===== src/rtl/lfsr_pkg.sv =====
// Shared types, tap table and LFSR step rule for the streaming decrypter.
// One tap pattern per candidate; bit 6 of each state is the oldest bit.
package lfsr_pkg;

   localparam int LFSR_W = 7;
   localparam int PTRN_N = 9;

   // Index 0 is the last element of the concatenation.
   localparam logic [PTRN_N-1:0][LFSR_W-1:0] PTRN = {
      7'h7B, 7'h7E, 7'h5C, 7'h69, 7'h6A,
      7'h72, 7'h78, 7'h48, 7'h60
   };

   typedef enum logic [2:0] {
      ST_IDLE,
      ST_SEED,
      ST_SEARCH,
      ST_STRIP,
      ST_PASS,
      ST_FILL,
      ST_DONE
   } state_e;

   function automatic logic [LFSR_W-1:0] lfsr_next(
      input logic [LFSR_W-1:0] s,
      input logic [LFSR_W-1:0] taps
   );
      return {s[LFSR_W-2:0], ^(s & taps)};
   endfunction

endpackage


===== src/rtl/lfsr_step.sv =====
// One candidate LFSR: loads a seed, then advances once per enable.
// next_o is the state that will key the next accepted byte.
module lfsr_step
   import lfsr_pkg::*;
(
   input  logic              clk_i,
   input  logic              rst_ni,
   input  logic              load_i,
   input  logic              en_i,
   input  logic [LFSR_W-1:0] seed_i,
   input  logic [LFSR_W-1:0] taps_i,
   output logic [LFSR_W-1:0] next_o
);

   logic [LFSR_W-1:0] state_q, state_d;

   assign next_o = lfsr_next(state_q, taps_i);

   // Seed load has priority over stepping
   always_comb begin
      state_d = state_q;
      if (load_i) begin
         state_d = seed_i;
      end else if (en_i) begin
         state_d = next_o;
      end
   end

   // State register
   always_ff @(posedge clk_i or negedge rst_ni) begin
      if (!rst_ni) begin
         state_q <= '0;
      end else begin
         state_q <= state_d;
      end
   end

endmodule


===== src/rtl/lfsr_stream_decrypt.sv =====
// Streaming LFSR decrypter: seed/tap recovery from a pad preamble,
// pad stripping, parity flagging (LFSR_PARITY_CHECK_EN) and fill.
module lfsr_stream_decrypt
   import lfsr_pkg::*;
#(
   parameter int                DATA_W   = 8,
   parameter int                NUM_PTRN = 9,
   parameter int                MSG_LEN  = 64,
   parameter int                PRE_MIN  = 10,
   parameter logic [DATA_W-1:0] PAD_CHAR = 8'h20
) (
   input  logic                         clk,
   input  logic                         init_n,
   input  logic                         req,
   output logic                         ack,
   input  logic [DATA_W-1:0]            in_data,
   input  logic                         in_valid,
   output logic                         in_ready,
   output logic [DATA_W-1:0]            out_data,
   output logic                         out_valid,
   input  logic                         out_ready,
   output logic [$clog2(NUM_PTRN)-1:0]  ptrn_sel,
   output logic                         lock_fail,
   output logic [$clog2(MSG_LEN+1)-1:0] err_cnt
);

   localparam int LW = DATA_W - 1;
   localparam int CW = $clog2(MSG_LEN + 1);
   localparam int SW = $clog2(NUM_PTRN);
   localparam logic [LW-1:0] PAD7 = PAD_CHAR[LW-1:0];

   state_e              state_q;
   logic [NUM_PTRN-1:0] mask_q, mask_d, live;
   logic [CW-1:0]       in_cnt_q, out_cnt_q, err_cnt_q;
   logic [SW-1:0]       sel_q, first_live;
   logic [DATA_W-1:0]   out_data_q;
   logic                out_valid_q, ack_q, lock_fail_q;
   logic                in_rdy, in_xfer, out_free;
   logic                ld, en, perr, is_pad, last_in, pre_last;
   logic [LW-1:0]       st_nxt [NUM_PTRN];
   logic [LW-1:0]       seed, key, plain;

   assign out_free = !out_valid_q || out_ready;
   assign in_xfer  = in_valid && in_rdy;
   assign ld       = in_xfer && (state_q == ST_SEED);
   assign en       = in_xfer && (state_q == ST_SEARCH ||
                                 state_q == ST_STRIP  ||
                                 state_q == ST_PASS);
   assign seed     = in_data[LW-1:0] ^ PAD7;
   assign last_in  = in_cnt_q == CW'(MSG_LEN - 1);
   assign pre_last = in_cnt_q == CW'(PRE_MIN - 1);

   for (genvar k = 0; k < NUM_PTRN; k++) begin : g_cand
      lfsr_step u_step (
         .clk_i  (clk),
         .rst_ni (init_n),
         .load_i (ld),
         .en_i   (en),
         .seed_i (seed),
         .taps_i (PTRN[k]),
         .next_o (st_nxt[k])
      );
      assign live[k] = (in_data[LW-1:0] ^ st_nxt[k]) == PAD7;
   end

   assign mask_d = mask_q & live;
   assign key    = st_nxt[sel_q];
   assign plain  = in_data[LW-1:0] ^ key;

`ifdef LFSR_PARITY_CHECK_EN
   assign perr = in_data[DATA_W-1] ^ (^in_data[LW-1:0]);
`else
   logic unused_par;
   assign unused_par = in_data[DATA_W-1];
   assign perr       = 1'b0;
`endif

   assign is_pad = (plain == PAD7) && !perr;

   // Lowest-index surviving candidate wins the lock
   always_comb begin
      first_live = '0;
      for (int k = NUM_PTRN - 1; k >= 0; k--) begin
         if (mask_d[k]) first_live = SW'(k);
      end
   end

   // Input is taken only when the state can absorb a byte
   always_comb begin
      in_rdy = 1'b0;
      unique case (state_q)
         ST_SEED, ST_SEARCH: in_rdy = 1'b1;
         ST_STRIP, ST_PASS:  in_rdy = out_free;
         default:            in_rdy = 1'b0;
      endcase
   end

   // Control FSM with registered status and output byte
   always_ff @(posedge clk or negedge init_n) begin
      if (!init_n) begin
         state_q     <= ST_IDLE;
         mask_q      <= '1;
         in_cnt_q    <= '0;
         out_cnt_q   <= '0;
         err_cnt_q   <= '0;
         sel_q       <= '0;
         ack_q       <= 1'b0;
         lock_fail_q <= 1'b0;
         out_valid_q <= 1'b0;
         out_data_q  <= '0;
      end else begin
         unique case (state_q)
            ST_IDLE, ST_DONE: begin
               if (req) begin
                  state_q     <= ST_SEED;
                  ack_q       <= 1'b0;
                  lock_fail_q <= 1'b0;
                  err_cnt_q   <= '0;
                  in_cnt_q    <= '0;
                  out_cnt_q   <= '0;
                  mask_q      <= '1;
               end
            end
            ST_SEED: begin
               if (in_xfer) begin
                  in_cnt_q <= in_cnt_q + CW'(1);
                  mask_q   <= '1;
                  state_q  <= ST_SEARCH;
               end
            end
            ST_SEARCH: begin
               if (in_xfer) begin
                  in_cnt_q <= in_cnt_q + CW'(1);
                  mask_q   <= mask_d;
                  if (pre_last) begin
                     if (mask_d == '0) begin
                        lock_fail_q <= 1'b1;
                        ack_q       <= 1'b1;
                        state_q     <= ST_DONE;
                     end else begin
                        sel_q   <= first_live;
                        state_q <= ST_STRIP;
                     end
                  end
               end
            end
            ST_STRIP, ST_PASS: begin
               if (out_valid_q && out_ready) out_valid_q <= 1'b0;
               if (in_xfer) begin
                  in_cnt_q <= in_cnt_q + CW'(1);
                  if (state_q == ST_PASS || !is_pad) begin
                     out_valid_q <= 1'b1;
                     out_data_q  <= {perr, plain};
                     out_cnt_q   <= out_cnt_q + CW'(1);
                     state_q     <= ST_PASS;
                     if (perr && err_cnt_q != {CW{1'b1}}) begin
                        err_cnt_q <= err_cnt_q + CW'(1);
                     end
                  end
                  if (last_in) state_q <= ST_FILL;
               end
            end
            ST_FILL: begin
               if (out_free) begin
                  if (out_cnt_q != CW'(MSG_LEN)) begin
                     out_valid_q <= 1'b1;
                     out_data_q  <= {1'b0, PAD7};
                     out_cnt_q   <= out_cnt_q + CW'(1);
                  end else begin
                     out_valid_q <= 1'b0;
                     ack_q       <= 1'b1;
                     state_q     <= ST_DONE;
                  end
               end
            end
            default: state_q <= ST_IDLE;
         endcase
      end
   end

   assign ack       = ack_q;
   assign in_ready  = in_rdy;
   assign out_data  = out_data_q;
   assign out_valid = out_valid_q;
   assign ptrn_sel  = sel_q;
   assign lock_fail = lock_fail_q;
   assign err_cnt   = err_cnt_q;

endmodule


===== config.mk =====
export PLATFORM = sky130hd
export DESIGN_NAME = lfsr_stream_decrypt
export DESIGN_NICKNAME = d
export VERILOG_FILES = /design/src/rtl/lfsr_pkg.sv /design/src/rtl/lfsr_step.sv /design/src/rtl/lfsr_stream_decrypt.sv
export SDC_FILE = /design/constraint.sdc
export NUM_CORES = 1
export LEC_CHECK = 0
export CELL_PAD_IN_SITES_DETAIL_PLACEMENT = 0
export CELL_PAD_IN_SITES_GLOBAL_PLACEMENT = 1
export CORE_ASPECT_RATIO = 0.7
export CORE_MARGIN = 2
export CORE_UTILIZATION = 43
export CTS_CLUSTER_SIZE = 40
export DETAILED_ROUTE_END_ITERATION = 8
export PLACE_DENSITY_LB_ADDON = 0.05
export SKIP_LAST_GASP = 1
export SYNTH_ARGS = -nofsm -noshare
export SYNTH_HDL_FRONTEND = slang
export SYNTH_SLANG_ARGS = --single-unit

===== constraint.sdc =====
create_clock -name clk -period 2.7 [get_ports clk]
set_input_delay 0.405 -clock clk [delete_from_list [all_inputs] [get_ports clk]]
set_output_delay 0.405 -clock clk [all_outputs]
set_load 0.05 [all_outputs]

==> results of run 1 <==
-- path summary, 6_finish.rpt --
check | from | to | slack, ns | depth (start not counted)
max | ptrn_sel[0] | state_q[2] | -0.09 | 9
min in group clk | g_cand[7].u_step.state_q[6] | g_cand[7].u_step.state_q[6] | 0.50 | 2
min | init_n | g_cand[0].u_step.state_q[6] | 0.02 | 1
min reg2reg | g_cand[7].u_step.state_q[6] | g_cand[7].u_step.state_q[6] | 0.50 | 2
max in group asynchronous | init_n | mask_q[1] | 1.87 | 2
max reg2reg | ptrn_sel[0] | state_q[2] | -0.09 | 9
-- timing repair --
action                     CTS  global route
gates resized for setup     16            24
setup endpoints to repair   18            20
pin swaps                   13            17
buffers inserted            28             6
-- cell families (layout without fill, tap and decap cells) --
| kind of cell | Yosys count | after routing | share of synthesized area, % |
|---|---|---|---|
| multiplexers | 33 | 33 | 6.42 |
| AND/OR/NAND/NOR | 239 | 239 | 17.5 |
| buffers and inverters | 69 | 215 | 5.25 |
| other | 1 | 8 | 0.0550 |
| flip-flops | 103 | 103 | 38.0 |
| XOR/XNOR | 98 | 98 | 13.9 |
| AO/OA/AOI/OAI | 207 | 207 | 18.1 |
| adder cells (fa/ha/maj) | 4 | 4 | 0.734 |
-- registers in the layout, summed over array words and instances, names as in the netlist --
signal                 count
out_cnt_q                  7
lock_fail                  1
state_q                    3
ack                        1
g_cand.u_step.state_q     63
ptrn_sel                   4
out_valid                  1
in_cnt_q                   7
out_data                   7
mask_q                     9
-- worst max-delay path, cell delays in order, from the launching register on --
cell and delay, ns:
dfrtp_2 0.49, buf_6 0.15, mux4_2 0.52, nand2b_4 0.16
a22oi_2 0.19, xor2_2 0.22, and4bb_4 0.31, o311a_4 0.24
a211oi_2 0.08, mux2_1 0.31
-- power groups by stage --
| stage | logic [uW] | clock network, uW | registers (uW) |
|---|---|---|---|
| 6_report | 6060 | 1400 | 2720 |
| 3_5_place_dp | 5620 | 0 | 2730 |
| 2_1_floorplan | 3300 | 0 | 2870 |
| 4_1_cts | 5870 | 1440 | 2710 |
| 3_3_place_gp | 5530 | 0 | 2720 |
| 5_1_grt | 6580 | 1490 | 2810 |
-- per-layer routing --
layer	GRT usage (%)	routed length (um)	part of all wire, %	up-vias
met5	0	0	0	-
met4	6.81	257	1.2	0
met3	6.42	1360	6.3	21
met2	39.8	9230	43	172
met1	39.6	10600	49	3080
li1	-	-	-	2936
-- cells in the final DEF (no fill, tap or decap), types with 8 or more instances in the layout --
master and n:
clkbuf_16 9, nor2_1 38, a21oi_1 76, xnor2_1 57, dfrtp_1 89, o21ai_0 78, buf_4 156, clkdlybuf4s50_1 23
mux2i_1 16, conb_1 8, nor3_1 10, nand4_1 10, xor2_1 29, nand2_1 104, nand3_1 18, mux2_4 9
dfstp_2 9
-- Yosys cell counts, types with 7 or more instances --
cell type	instances	area, um2
xor2_1	30	263
nor3_1	11	55.1
nand4_1	10	62.6
nand2_1	105	394
dfstp_2	9	236
nand3_1	19	95.1
nand2b_1	10	62.6
mux2i_1	16	160
buf_2	10	50.1
a21oi_1	78	390
inv_1	7	26.3
nor2_1	39	146
clkbuf_1	30	113
nor2b_1	8	50.1
buf_4	11	82.6
o21ai_0	80	400
mux2_1	9	101
dfrtp_1	94	2350
xnor2_1	61	534
-- final cells by class --
cell class,instances,area (um2)
fillers,1359,6610
repair buffers,189,1560
clock inverters,6,77.6
multi-input cells,589,4140
clock buffers,10,239
well taps,200,250
inverters,10,37.5
flip-flops and latches,103,2590
-- stage by stage --
| step | cells | util [%] | setup WS (ns) |
|---|---|---|---|
| global placement | 1059 | 52.5 | -0.252 |
| global route | 1107 | 57.4 | -0.148 |
| floorplan | 761 | - | -0.0447 |
| CTS | 1103 | 56.4 | -0.0830 |
| finish | 1107 | 57.4 | -0.0888 |
| detailed placement | 1059 | 52.5 | -0.280 |
==> flow_metrics.env, run 1 <==
export IMPL_drive_gt1_share_pct=29.9
export IMPL_synth_cell_types=82
export IMPL_antenna_found_initial=0
export IMPL_max_cap_violations=0
export IMPL_critPathCaptureType="flop"
export IMPL_fp_dieW_um=155
export IMPL_synth_main_ff_cell="dfrtp_1"
export IMPL_cts_made_buffers=9
export IMPL_overflow=0
export IMPL_cp_start_kind="flop"
export IMPL_cp_required_ns=2.94
export IMPL_wl_per_cell_um=19.4
export IMPL_async_reset_ff_share_pct=100
export IMPL_synthesis_instances=754
export IMPL_root_buffer="clkbuf_16"
export IMPL_tightest_slew_ns=0.920
export IMPL_power_density_nw_per_um2=1150
export IMPL_grt_usage_pct=26.9
export IMPL_skew_ns=0.00785
export IMPL_avgSynthCellArea_um2=9.04
export IMPL_die_h_um=109
export IMPL_vdd_drop_max_v=0.000414
export IMPL_yosysSeqAreaShare_pct=38.0
export IMPL_vias_per_cell=5.61
export IMPL_violations="negative setup slack"
export IMPL_nets=919
export IMPL_path_class="flop to flop"
export IMPL_ant_nets=0
export IMPL_grt_max_degree=71
export IMPL_place_gp_congestion=0.958
export IMPL_ys_warn_count=0
export IMPL_path_clk_slew_ns=0.08
export IMPL_area_growth_pct=30.4
export IMPL_rsz0062_at_grt="true"
export IMPL_period_share_pct=103
export IMPL_power_uw=10200
export IMPL_pin_count=36
export IMPL_report_final_setup_viol=13
export IMPL_power_internal_uw=5800
export IMPL_setup_tns_ns=-0.816
export IMPL_start_util_pct=44.0
export IMPL_power_leakage_uw=0.00383
export IMPL_power_frac_comb_pct=59.5
export IMPL_ctsHtreeMaxLevel=3
export IMPL_ys_seq_elements=103
export IMPL_wl_um=21500
export IMPL_core_area_um2=15500
export IMPL_n_antenna_cell=0
export IMPL_fin_crit_ns=2.79
export IMPL_die_area_um2=16900
export IMPL_clock_power_share_pct=13.8
export IMPL_row_count=38
export IMPL_cts_tree="done"
export IMPL_seqPwrFrac_pct=26.7
export IMPL_grt_pass1_wl_um=34500
export IMPL_crit_path_max_fanout=5
export IMPL_clkSinkCount=103
export IMPL_portBuffers=26
export IMPL_synth_area_um2=6820
export IMPL_setup_ws_ns=-0.0888
export IMPL_fmax_mhz=359
export IMPL_post_dp_hpwl_um=16200
export IMPL_switching_share_pct=43.1
export IMPL_arrival_ns=3.03
export IMPL_grt_pass1_vias=6108
export IMPL_dr_pass1_iters=5
export IMPL_p_sw_uw=4390
export IMPL_drt_iter0_markers=488
export IMPL_synth_edf_count=0
export IMPL_stdcell_area_um2=8890
export IMPL_slew_headroom_pct=38.4
export IMPL_clockBufferDepth=2
export IMPL_clk_latency_ns=0.36
export IMPL_dpl_cell_area_um2=8140
export IMPL_status="complete, but fails checks"
export IMPL_vias=6209
export IMPL_hold_viol_final=0
export IMPL_holdWs_ns=0.0154
export IMPL_hold_buffers=0
export IMPL_drc=0
export IMPL_finalMaxSlewViolations=0
export IMPL_worstHoldPathType="input port to asynchronous set/reset pin"
No activity file was read; power rests on OpenSTA's default activity.
==> inputs of run 2 (changes only) <==
Settings changed: CORE_ASPECT_RATIO 0.7 to 1.75.
==> flow_metrics.env, run 2 (synthesis results as in run 1) <==
export IMPL_hold_viol_final=0
export IMPL_drive_gt1_share_pct=25.4
export IMPL_antenna_found_initial=0
export IMPL_clockBufferDepth=2
export IMPL_largest_register_ff_count=63
export IMPL_wl_met2_um=11100
export IMPL_status="complete, but fails checks"
export IMPL_dr_pass1_iters=6
export IMPL_rsz0062_at_grt="true"
export IMPL_row_count=60
export IMPL_grt_pass1_wl_um=33400
export IMPL_switching_share_pct=43.3
export IMPL_slew_headroom_pct=43.2
export IMPL_layout_commonest_cell="buf_4"
export IMPL_fin_crit_ns=2.84
export IMPL_power_uw=9790
export IMPL_cts_made_buffers=9
export IMPL_tightest_slew_ns=0.852
export IMPL_ctsHtreeMaxLevel=3
export IMPL_p_sw_uw=4240
export IMPL_clk_latency_ns=0.35
export IMPL_pin_count=36
export IMPL_path_class="flop to flop"
export IMPL_grt_usage_pct=25.6
export IMPL_top_layer_used="met4"
export IMPL_critPathSlowestCell="mux4_2"
export IMPL_cp_num_cells=8
export IMPL_post_dp_hpwl_um=15800
export IMPL_vdd_drop_max_v=0.000601
export IMPL_seqPwrFrac_pct=27.9
export IMPL_top_register="g_cand.u_step.state_q"
export IMPL_root_buffer="clkbuf_16"
export IMPL_arrival_ns=3.07
export IMPL_drt_iter0_markers=323
export IMPL_report_final_setup_viol=12
export IMPL_grt_pass1_vias=6172
export IMPL_vias_per_cell=5.61
export IMPL_clkSinkCount=103
export IMPL_critical_path_top_delay_family="multiplexers"
export IMPL_ant_nets=0
export IMPL_power_leakage_uw=0.00363
export IMPL_vias=5925
export IMPL_mostFrequentLayoutCells="121 x buf_4, 104 x nand2_1, 91 x dfrtp_1, 79 x o21ai_0, 77 x a21oi_1"
export IMPL_fillers=1468
export IMPL_die_area_um2=16900
export IMPL_violations="negative setup slack"
export IMPL_clock_power_share_pct=13.6
export IMPL_portBuffers=26
export IMPL_area_growth_pct=24.9
export IMPL_crit_path_max_fanout=7
export IMPL_cts_tree="done"
export IMPL_cp_num_buf_inv=0
export IMPL_overflow=0
export IMPL_fp_dieW_um=99.2
export IMPL_finalMaxSlewViolations=0
export IMPL_wirelength_met1_um=8310
export IMPL_hold_buffers=0
export IMPL_reg_largest_list="g_cand.u_step.state_q (63), mask_q (9)"
export IMPL_setup_ws_ns=-0.136
export IMPL_grt_max_degree=69
export IMPL_power_frac_comb_pct=58.5
export IMPL_worstHoldPathType="input port to asynchronous set/reset pin"
export IMPL_critPathCaptureType="flop"
export IMPL_cp_start_kind="flop"
export IMPL_critPathMaxStageDelay_ns=0.57
export IMPL_nets=883
export IMPL_place_gp_congestion=0.949
export IMPL_fmax_mhz=353
export IMPL_skew_ns=0.0143
export IMPL_path_clk_slew_ns=0.07
export IMPL_max_cap_violations=0
export IMPL_core_area_um2=15500
export IMPL_worstPathCellList="mux4_2, nand2b_1, a22oi_1, xor2_1, and4bb_2, o311a_4, a211oi_2, mux2_1"
export IMPL_start_util_pct=44.1
export IMPL_holdWs_ns=0.152
export IMPL_period_share_pct=105
export IMPL_setup_tns_ns=-1.06
export IMPL_n_antenna_cell=0
export IMPL_power_internal_uw=5540
export IMPL_dr_wl_met3_um=513
export IMPL_wl_um=20800
export IMPL_die_h_um=171
export IMPL_drc=0
export IMPL_reg2reg_depth=8
export IMPL_power_density_nw_per_um2=1150
export IMPL_cp_required_ns=2.93
export IMPL_wl_per_cell_um=19.7
-- run 2: worst paths after layout --
kind                                             start                           to  slack (ns)
max reg2reg                                ptrn_sel[0]                   state_q[2]       -0.14
min                                             init_n                  in_cnt_q[2]        0.15
max in group asynchronous                       init_n                    mask_q[6]        1.77
min reg2reg                g_cand[2].u_step.state_q[6]  g_cand[2].u_step.state_q[6]        0.50
min in group clk           g_cand[2].u_step.state_q[6]  g_cand[2].u_step.state_q[6]        0.50
max                                        ptrn_sel[0]                   state_q[2]       -0.14
-- run 2: timing repair --
action                                  CTS  global route
hold endpoints to repair                  0             0
buffers inserted                         14             0
pin swaps                                 9            12
resized for setup                        12            10
endpoints found under the setup margin   17            19
-- run 2: routing by layer --
| layer | track usage (%) | up-vias |
|---|---|---|
| met4 | 12.6 | 0 |
| met3 | 2.45 | 50 |
| li1 | - | 2858 |
| met2 | 45.9 | 129 |
| met5 | 0 | - |
| met1 | 30.4 | 2888 |
-- run 2: per-stage QoR --
step           area [um2]  utilization [%]  cells  setup slack [ns]
2_1_floorplan        6920                -    761           -0.0447
3_3_place_gp         8000             51.7   1027            -0.269
3_5_place_dp         8000             51.7   1027            -0.288
4_1_cts              8460             54.7   1057           -0.0973
5_1_grt              8520             55.1   1057            -0.179
6_report             8520             55.1   1057            -0.136
-- run 2: cell type report --
class	count	area (um2)	area share [%]
clock inverters	5	58.8	0.690
well taps	186	233	2.73
multi-input cells	589	4070	47.8
inverters	10	37.5	0.441
flip-flops and latches	103	2590	30.5
repair buffers	153	1290	15.2
clock buffers	11	233	2.73
-- run 2: power by group through the flow --
| stage | combinational (uW) | sequential, uW | clock (uW) |
|---|---|---|---|
| 3_3_place_gp | 5470 | 2730 | 0 |
| 2_1_floorplan | 3300 | 2870 | 0 |
| 5_1_grt | 6240 | 2810 | 1410 |
| 6_report | 5720 | 2730 | 1330 |
| 4_1_cts | 5680 | 2720 | 1360 |
| 3_5_place_dp | 5550 | 2750 | 0 |
